--- src/rtl/raster_tile_sched.sv ---
// ---------------------------------------------------------------------------
// raster_tile_sched
//
// Raster tile scheduler. It latches the raster DCR state and walks the tile
// buffer in memory one 8-byte entry at a time. Each entry is handed to one of
// NUM_SLICES raster slices, and the slice is picked by round-robin
// arbitration. Each pass runs from a `start` pulse to a `done` pulse.
//
// Optional feature: define RASTER_SKIP_EMPTY_EN to drop entries whose
// prim_count is zero instead of dispatching them.
//
// Ports
//   clk, reset              clock, asynchronous active-low reset
//   dcr_write_*             DCR write bus (valid / addr / 32-bit data)
//   start, busy, done       pass control and status
//   mem_req_*               tile-entry read request (valid / ready / addr)
//   mem_rsp_*               tile-entry read response (valid / ready / data)
//                           data: [15:0] tile_x, [31:16] tile_y,
//                                 [63:32] prim_count
//   slice_valid             one-hot tile offer, combinational on slice_ready
//   slice_tile_x/_y         registered tile position, shared by all slices
//   slice_prim_count        registered primitive count
//   slice_pbuf_addr/_stride copies of the latched DCRs
//   slice_ready             per-slice accept
// ---------------------------------------------------------------------------
module raster_tile_sched #(
   parameter int NUM_SLICES    = 4,
   parameter int DCR_ADDR_BITS = 12
) (
   input  logic                     clk,
   input  logic                     reset,
   input  logic                     dcr_write_valid,
   input  logic [DCR_ADDR_BITS-1:0] dcr_write_addr,
   input  logic [31:0]              dcr_write_data,
   input  logic                     start,
   output logic                     busy,
   output logic                     done,
   output logic                     mem_req_valid,
   output logic [31:0]              mem_req_addr,
   input  logic                     mem_req_ready,
   input  logic                     mem_rsp_valid,
   input  logic [63:0]              mem_rsp_data,
   output logic                     mem_rsp_ready,
   output logic [NUM_SLICES-1:0]    slice_valid,
   output logic [15:0]              slice_tile_x,
   output logic [15:0]              slice_tile_y,
   output logic [31:0]              slice_prim_count,
   output logic [31:0]              slice_pbuf_addr,
   output logic [31:0]              slice_pbuf_stride,
   input  logic [NUM_SLICES-1:0]    slice_ready
);

   localparam logic [DCR_ADDR_BITS-1:0] DCR_RASTER_TBUF_ADDR   = DCR_ADDR_BITS'(16'h010);
   localparam logic [DCR_ADDR_BITS-1:0] DCR_RASTER_TILE_COUNT  = DCR_ADDR_BITS'(16'h011);
   localparam logic [DCR_ADDR_BITS-1:0] DCR_RASTER_PBUF_ADDR   = DCR_ADDR_BITS'(16'h012);
   localparam logic [DCR_ADDR_BITS-1:0] DCR_RASTER_PBUF_STRIDE = DCR_ADDR_BITS'(16'h013);
   // DST_SIZE (0x014) lives on the same bus but is not used by this block.

   localparam int RR_W = (NUM_SLICES > 1) ? $clog2(NUM_SLICES) : 1;

   typedef enum logic [2:0] {
      S_IDLE,
      S_FETCH,
      S_WAIT_RSP,
      S_DISPATCH,
      S_DONE
   } state_t;

   state_t              state, state_next;
   logic [31:0]         tbuf_addr, tile_count, pbuf_addr, pbuf_stride;
   logic [31:0]         idx;
   logic [31:0]         req_addr;
   logic [RR_W-1:0]     rr_ptr;
   logic [NUM_SLICES-1:0] grant;
   logic [RR_W-1:0]     grant_idx;
   logic                grant_found;
   logic                handshake;
   logic                skip_entry;
   logic                last_entry;
   int                  j;

   // Round-robin pick: first ready slice at or above rr_ptr, wrapping.
   // NOTE: every variable written here gets a default first, so no path
   // leaves a value held and no latch is inferred.
   always_comb begin
      grant       = '0;
      grant_idx   = '0;
      grant_found = 1'b0;
      j           = 0;
      for (int i = 0; i < NUM_SLICES; i++) begin
         j = int'(rr_ptr) + i;
         if (j >= NUM_SLICES) j = j - NUM_SLICES;
         if (!grant_found && slice_ready[j]) begin
            grant_found = 1'b1;
            grant[j]    = 1'b1;
            grant_idx   = RR_W'(j);
         end
      end
   end

   assign handshake  = (state == S_DISPATCH) && grant_found;
   assign last_entry = (idx == tile_count - 32'd1);

`ifdef RASTER_SKIP_EMPTY_EN
   assign skip_entry = (state == S_WAIT_RSP) && mem_rsp_valid &&
                       (mem_rsp_data[63:32] == 32'd0);
`else
   assign skip_entry = 1'b0;
`endif

   always_comb begin
      state_next = state;
      unique case (state)
         S_IDLE:
            if (start) state_next = (tile_count == 32'd0) ? S_DONE : S_FETCH;
         S_FETCH:
            if (mem_req_ready) state_next = S_WAIT_RSP;
         S_WAIT_RSP:
            if (mem_rsp_valid) begin
               if (skip_entry) state_next = last_entry ? S_DONE : S_FETCH;
               else            state_next = S_DISPATCH;
            end
         S_DISPATCH:
            if (grant_found) state_next = last_entry ? S_DONE : S_FETCH;
         S_DONE:
            state_next = S_IDLE;
         default:
            state_next = S_IDLE;
      endcase
   end

   // NOTE: all state uses non-blocking assignments, so every register samples
   // pre-edge values regardless of statement order.
   always_ff @(posedge clk or negedge reset) begin
      if (!reset) begin
         state            <= S_IDLE;
         tbuf_addr        <= '0;
         tile_count       <= '0;
         pbuf_addr        <= '0;
         pbuf_stride      <= '0;
         idx              <= '0;
         req_addr         <= '0;
         rr_ptr           <= '0;
         slice_tile_x     <= '0;
         slice_tile_y     <= '0;
         slice_prim_count <= '0;
      end else begin
         state <= state_next;

         // The register file is frozen for the duration of a pass.
         if (dcr_write_valid && (state == S_IDLE)) begin
            if (dcr_write_addr == DCR_RASTER_TBUF_ADDR)   tbuf_addr   <= dcr_write_data;
            if (dcr_write_addr == DCR_RASTER_TILE_COUNT)  tile_count  <= dcr_write_data;
            if (dcr_write_addr == DCR_RASTER_PBUF_ADDR)   pbuf_addr   <= dcr_write_data;
            if (dcr_write_addr == DCR_RASTER_PBUF_STRIDE) pbuf_stride <= dcr_write_data;
         end

         // The request address is tracked incrementally next to idx, so
         // tbuf_addr + idx*8 never needs a multiplier. It wraps at 32 bits.
         if ((state == S_IDLE) && start) begin
            idx      <= '0;
            req_addr <= tbuf_addr;
         end else if (handshake || skip_entry) begin
            idx      <= idx + 32'd1;
            req_addr <= req_addr + 32'd8;
         end

         if ((state == S_WAIT_RSP) && mem_rsp_valid) begin
            slice_tile_x     <= mem_rsp_data[15:0];
            slice_tile_y     <= mem_rsp_data[31:16];
            slice_prim_count <= mem_rsp_data[63:32];
         end

         if (handshake)
            rr_ptr <= (grant_idx == RR_W'(NUM_SLICES - 1)) ? '0 : grant_idx + RR_W'(1);
      end
   end

   assign busy              = (state != S_IDLE);
   assign done              = (state == S_DONE);
   assign mem_req_valid     = (state == S_FETCH);
   assign mem_req_addr      = req_addr;
   assign mem_rsp_ready     = (state == S_WAIT_RSP);
   assign slice_valid       = (state == S_DISPATCH) ? grant : '0;
   assign slice_pbuf_addr   = pbuf_addr;
   assign slice_pbuf_stride = pbuf_stride;

endmodule

--- config.mk ---
export PLATFORM = sky130hd
export DESIGN_NAME = raster_tile_sched
export DESIGN_NICKNAME = d
export VERILOG_FILES = /design/src/rtl/raster_tile_sched.sv
export SDC_FILE = /design/constraint.sdc
export NUM_CORES = 1
export LEC_CHECK = 0
export CORE_ASPECT_RATIO = 0.75
export CORE_MARGIN = 2
export CORE_UTILIZATION = 50
export DETAILED_ROUTE_END_ITERATION = 7
export PLACE_DENSITY = 0.8
export SLEW_MARGIN = 25
export SYNTH_ARGS = -nofsm -noshare
export SYNTH_HDL_FRONTEND = slang
export SYNTH_SLANG_ARGS = --single-unit
--- constraint.sdc ---
create_clock -name clk -period 3.29 [get_ports clk]
set_clock_uncertainty 0.15 [all_clocks]
set_input_delay 0.329 -clock clk [delete_from_list [all_inputs] [get_ports clk]]
set_output_delay 0.329 -clock clk [all_outputs]
set_load 0.01 [all_outputs]
# == Word level (Yosys, flattened, before mapping) ==
# Index checks and enable logic that the tools add are counted.
# word_totals
wordCells,123
input_bits,118
ff_bits,261
output_inout_bits,168
# classes
add_sub_neg,11
reduce_logical,23
mux,49
n_lt_le_gt_ge,12
eq_ne,14
n_bitwise,3
# op_table
op,n
32-bit 2-to-1 mux,8
32-bit by 1-bit greater-or-equal comparator with 1-bit output (second input constant),4
32-bit by 4-bit < comparator with 1-bit output (second input constant),4
12-bit by 5-bit equality test with 1-bit output (second input constant),4
32-bit by 1-bit adder with 32-bit output (second input constant),1
32-bit by 4-bit adder with 32-bit output (second input constant),1
32-bit equality test,1
32-bit logical NOT,1
32-bit by 1-bit subtractor with 32-bit output (second input constant),1
4-bit 2-to-1 mux,5
3-bit 2-to-1 mux,6
1-bit 2-to-1 mux,16
4-bit bitwise OR,3
3-bit one-hot mux with 4 select lines,1
3-bit by 3-bit subtractor with 4-bit output (second input constant),3
1-bit logical AND,11
2-bit 2-to-1 mux,5
3-bit greater-or-equal comparator (second input constant),3
1-bit binary-select mux with 2-bit select,4
1-bit demux with 2-bit select,4
2-bit AND reduction,4
2-bit by 2-bit adder with 3-bit output (second input constant),2
3-bit by 2-bit equality test with 1-bit output (second input constant),2
2-bit != test (second input constant),3
other kinds (13),15

# == Logic depth before layout (Yosys ltp) ==
# Gate-level depths: netlist of the first run.
# logic_depth
word_depth,18
ltp_mapped,11
mapped_depth_nobuf,10

# == Least setup slack after synthesis of the first run ==
# OpenSTA, ideal clock, no wires.
# synth_timing
kind,register -> register
start,register tile_count[0]
end,register state[0]
t_required_ns,3.005
n_path_buf,1
setup_time_ns,0.135
path_slack_ns,0.346
period_less_slack_ns,2.944
t_arrival_ns,2.659
path_stages_with_launch,12
cell_sequence,dfrtp_1 clkbuf_1 inv_1 ha_1 nor3b_1 nand4_2 or3_1 or4_1 nand3b_1 a21oi_1 a21oi_2 o22ai_1
# synth_via
elab_chain_cells,5
word_cells_on_any_way,8
classes_between,add/sub (1); eq/ne (1); mux (5); reduce/logical (1)
# synth_rtl
item,line,source
from (decl),70,"logic [31:0] tbuf_addr, tile_count, pbuf_addr, pbuf_stride;"
from (signal assigned),153,if (dcr_write_addr == DCR_RASTER_TILE_COUNT) tile_count <= dcr_write_data;
32-bit by 1-bit subtractor with 32-bit output,102,assign last_entry = (idx == tile_count - 32'd1);
32-bit equality test,102,
3-bit 2-to-1 mux (2 in a row),124,if (grant_found) state_next = last_entry ? S_DONE : S_FETCH;
3-bit one-hot mux with 4 select lines *,113,unique case (state)
to (signal assigned),148,state <= state_next;
to (decl),69,"state_t state, state_next;"
# Every way passes the cells marked *; elsewhere a longest branch is shown, timed or not. The select of a mux whose other input is x is not followed.
# A chain may end at the register's enable or synchronous reset.

# == Worst setup path in the final report of the first run ==
# layout_timing
start,register rr_ptr[1]
end,output port slice_valid[3]
# layout_via
elab_chain_cells,16
word_cells_on_any_way,64
classes_between,add/sub (7); order compare (12); mux (32); bitwise (3); reduce/logical (10)
# layout_rtl
item,line,source
from (decl),73,logic [RR_W-1:0] rr_ptr;
from (signal assigned),175,rr_ptr <= (grant_idx == RR_W'(NUM_SLICES - 1)) ? '0 : grant_idx + RR_W'(1);
branches (longest 14 deep; another with 32-bit by 1-bit greater-or-equal comparator with 1-bit output),-,
4-bit 2-to-1 mux *,93,if (!grant_found && slice_ready[j]) begin
4-bit 2-to-1 mux *,184,assign slice_valid = (state == S_DISPATCH) ? grant : '0;
to (decl),44,"output logic [NUM_SLICES-1:0] slice_valid,"
# Mark *: on every way between the ends. The select of a mux whose other input is x is not followed.

==> out/results.ini, run 1 <==
[detailed_routing]
dr.pass1.iters = 5
drc_errors = 0
ant_nets = 0
dr_wl_met3_mm = 2.234
routed.top_layer = met4
viasPerCell = 5.712
wl_met2_mm = 14.91
wl_mm = 32.60
vias = 9374
wl_per_cell_um = 19.87
wirelength_met1_mm = 14.57
dr.first_iter.drc_count = 701

[timing]
fin_crit_ps = 3031
finalSetupTns_ps = 0
layout_setup_ws_ps = 258.7
final_hold_viol_count = 0
rsz0062_at_grt = no
slew-limit-headroom = 0.3734
fmax_mhz = 329.9
tightest_slew_ps = 936.5
maxSlewViolCount = 0
fin_crit_sh = 0.9214
finalSetupViolCount = 0

[synthesis]
synthArstFlopShare = 1.000
synth.area.top_cells = dfrtp_1, mux2_2, xnor2_1
postSynthNetCount = 1149
netlist_top_cells_count = dfrtp_1, mux2_2, nand2_1
yosysSeqAreaShare = 0.5367
syn_area_um2 = 12170
yosysMostFrequentCell = dfrtp_1
synth-warning-count = 0
avgSynthCellArea_um2 = 11.89
synth_top_area_cell = dfrtp_1
yosysTopAreaCellShare = 0.5367
yosys_register_bits = 261
ys.flop_type = dfrtp_1
synth_edf_count = 0
syn-instance-count = 1024
yosysUniqueCellTypes = 69

[floorplan]
num_rows = 49
dieArea_um2 = 25620
core_um2 = 23910
die_w_um = 184.2
io_pins = 286
die_y_um = 139.1
start_util = 0.5090

[power]
total_power_mw = 9.397
p_leak_nw = 7.387
p_per_area_nw_per_um2 = 575.1
ir_drop_uv = 588.7

[clocking]
h-tree-depth = 1
insertion_delay_ps = 550
cts.sink_count = 261
clockBufferDepth = 3
cts_tree = built
clk_pin_slew_ps = 70
clockRootBuffer = clkbuf_16
cts_buffers = 26

[global_route]
antenna_found_initial = 0
overflow = 0
track_usage = 0.2562
grt_max_degree = 92
grt_pass1_vias = 9549
grt_pass1_wl_mm = 52.32

[placed_design]
portBuffers = 285
pre_cts_ws_ps = 141.3
dp.cells = 1592
hpwl_mm = 23.34
routabilityCongestion = 0.8878

[critical_path]
critPathMaxStageDelay_ps = 390
criticalPathCategory = flip-flop to output port
worstPathRequired_ps = 2810
crit_fanout = 8
cp_slowest_cell = mux4_2
start_kind = flip-flop
end_kind = output port
cp_data_arrival_time_ps = 2550
crit_chain = inv_1 -> ha_4 -> mux4_2 -> nor2_4 -> a22o_1 -> mux2i_1 -> a21oi_1 -> dlygate4sd2_1

[final_layout]
antenna_cells = 0
fin_util = 0.6834
instances_no_fill = 1641
drive_above_1_share = 0.2165
syn_to_final_growth_pct = 34.25
fin_nets = 1443

[worst_hold_path]
holdCritPathClass = input pin to asynchronous set/reset pin

[run]
maxCapViolCount = 0

[run_status]
status = finished clean

==> flip-flops by register name (all words and copies together) (netlist names), named ones only <==
signal             flops
tile_count            32
state                  3
slice_pbuf_addr       32
slice_prim_count      32
slice_pbuf_stride     32
rr_ptr                 1
slice_tile_x          16
tbuf_addr             32
idx                   32
slice_tile_y          16
mem_req_addr          32
==> power by group <==
group	leakage, nW	switching [mW]	internal [mW]
Combinational	3.45	1.28	1.45
Sequential	3.55	0.246	3.61
Clock	0.387	1.26	1.56
==> metrics by stage <==
step | area (um^2) | hold WS [ps]
after floorplan | 12170 | -116.6
after global placement | 15460 | 249.7
after detailed placement | 15460 | 250.3
after CTS | 16310 | 222.0
after global routing | 16340 | 228.2
final | 16340 | 228.9
==> worst max-delay path, delay by kind of cell, from the launching register on <==
kind / cells / cell delay [ps]
DFF: 1 / 340
AOI/OAI and AO/OA: 2 / 320
buffers and inverters: 2 / 390
and+or+nand+nor: 1 / 170
muxes: 2 / 470
adders and majority gates: 1 / 330
==> final timing paths <==
path	from	slack [ps]	depth (start not counted)	endpoint
worst max-delay path	rr_ptr[1]$_DFFE_PN0P_	260	8	slice_valid[3]
worst min-delay path	reset	230	2	slice_tile_x[11]$_DFFE_PN0P_
worst max register to register	tile_count[15]$_DFFE_PN0P_	270	8	state[0]$_DFFE_PN0P_
worst min register to register	tbuf_addr[2]$_DFFE_PN0P_	320	2	mem_req_addr[2]$_DFFE_PN0P_
max in group asynchronous	reset	1900	3	slice_prim_count[25]$_DFFE_PN0P_
min in group clk	mem_rsp_data[7]	240	2	slice_tile_x[7]$_DFFE_PN0P_
==> placed cells by master (no fill, tap or decap), types with 5 or more instances in the layout <==
cell and count:
nor3_1 27, clkdlybuf4s50_1 280, mux2_2 194, mux2i_1 6, nand3_1 28, xor2_1 36, o311ai_0 5, o21ai_0 30
clkbuf_1 9, a22o_1 5, nor3b_1 10, a21oi_1 25, ha_1 6, nand4_1 21, or3_1 8, inv_1 12
nor2_1 62, xnor2_1 47, and3_1 12, nor4_1 8, buf_4 22, and4_1 5, dfrtp_1 261, nand2_1 77
nand3b_1 6, a221o_1 10, clkbuf_16 26
==> timing repair <==
item	4_1_cts	5_1_grt
endpoints found under the hold margin	86	0
hold buffers	1	0
resized for setup	8	5
endpoints found under the setup margin	4	3
setup buffers	2	1
==> area by class of cell <==
cell class	count	area (um^2)
Fill cell	1763	7571
Sequential cell	261	6531
Multi-Input combinational cell	704	5460
Timing Repair Buffer	312	3119
Clock buffer	39	739.5
Tap cell	306	382.9
Clock inverter	6	57.56
Inverter	13	48.80
==> cells by family after synthesis <==
family | share of synthesized area
compound gates | 0.06045
fa+ha+maj | 0.007196
mux | 0.1863
flops | 0.5367
simple gates | 0.1299
buf+inv | 0.01974
xor+xnor | 0.05973
==> per-layer routing <==
| metal | vias up | track usage |
|---|---|---|
| li1 | 4283 | - |
| met1 | 4691 | 0.3717 |
| met2 | 338 | 0.3901 |
| met3 | 62 | 0.05672 |
| met4 | 0 | 0.07032 |
| met5 | - | 0 |
Power figures use the tool's default switching activity.
==> inputs of run 2 (changes only) <==
- ABC_CLOCK_PERIOD_IN_PS: not set -> 3290
==> results of run 2 <==
The final DEF is identical to that of run 1; final timing and power are the same.
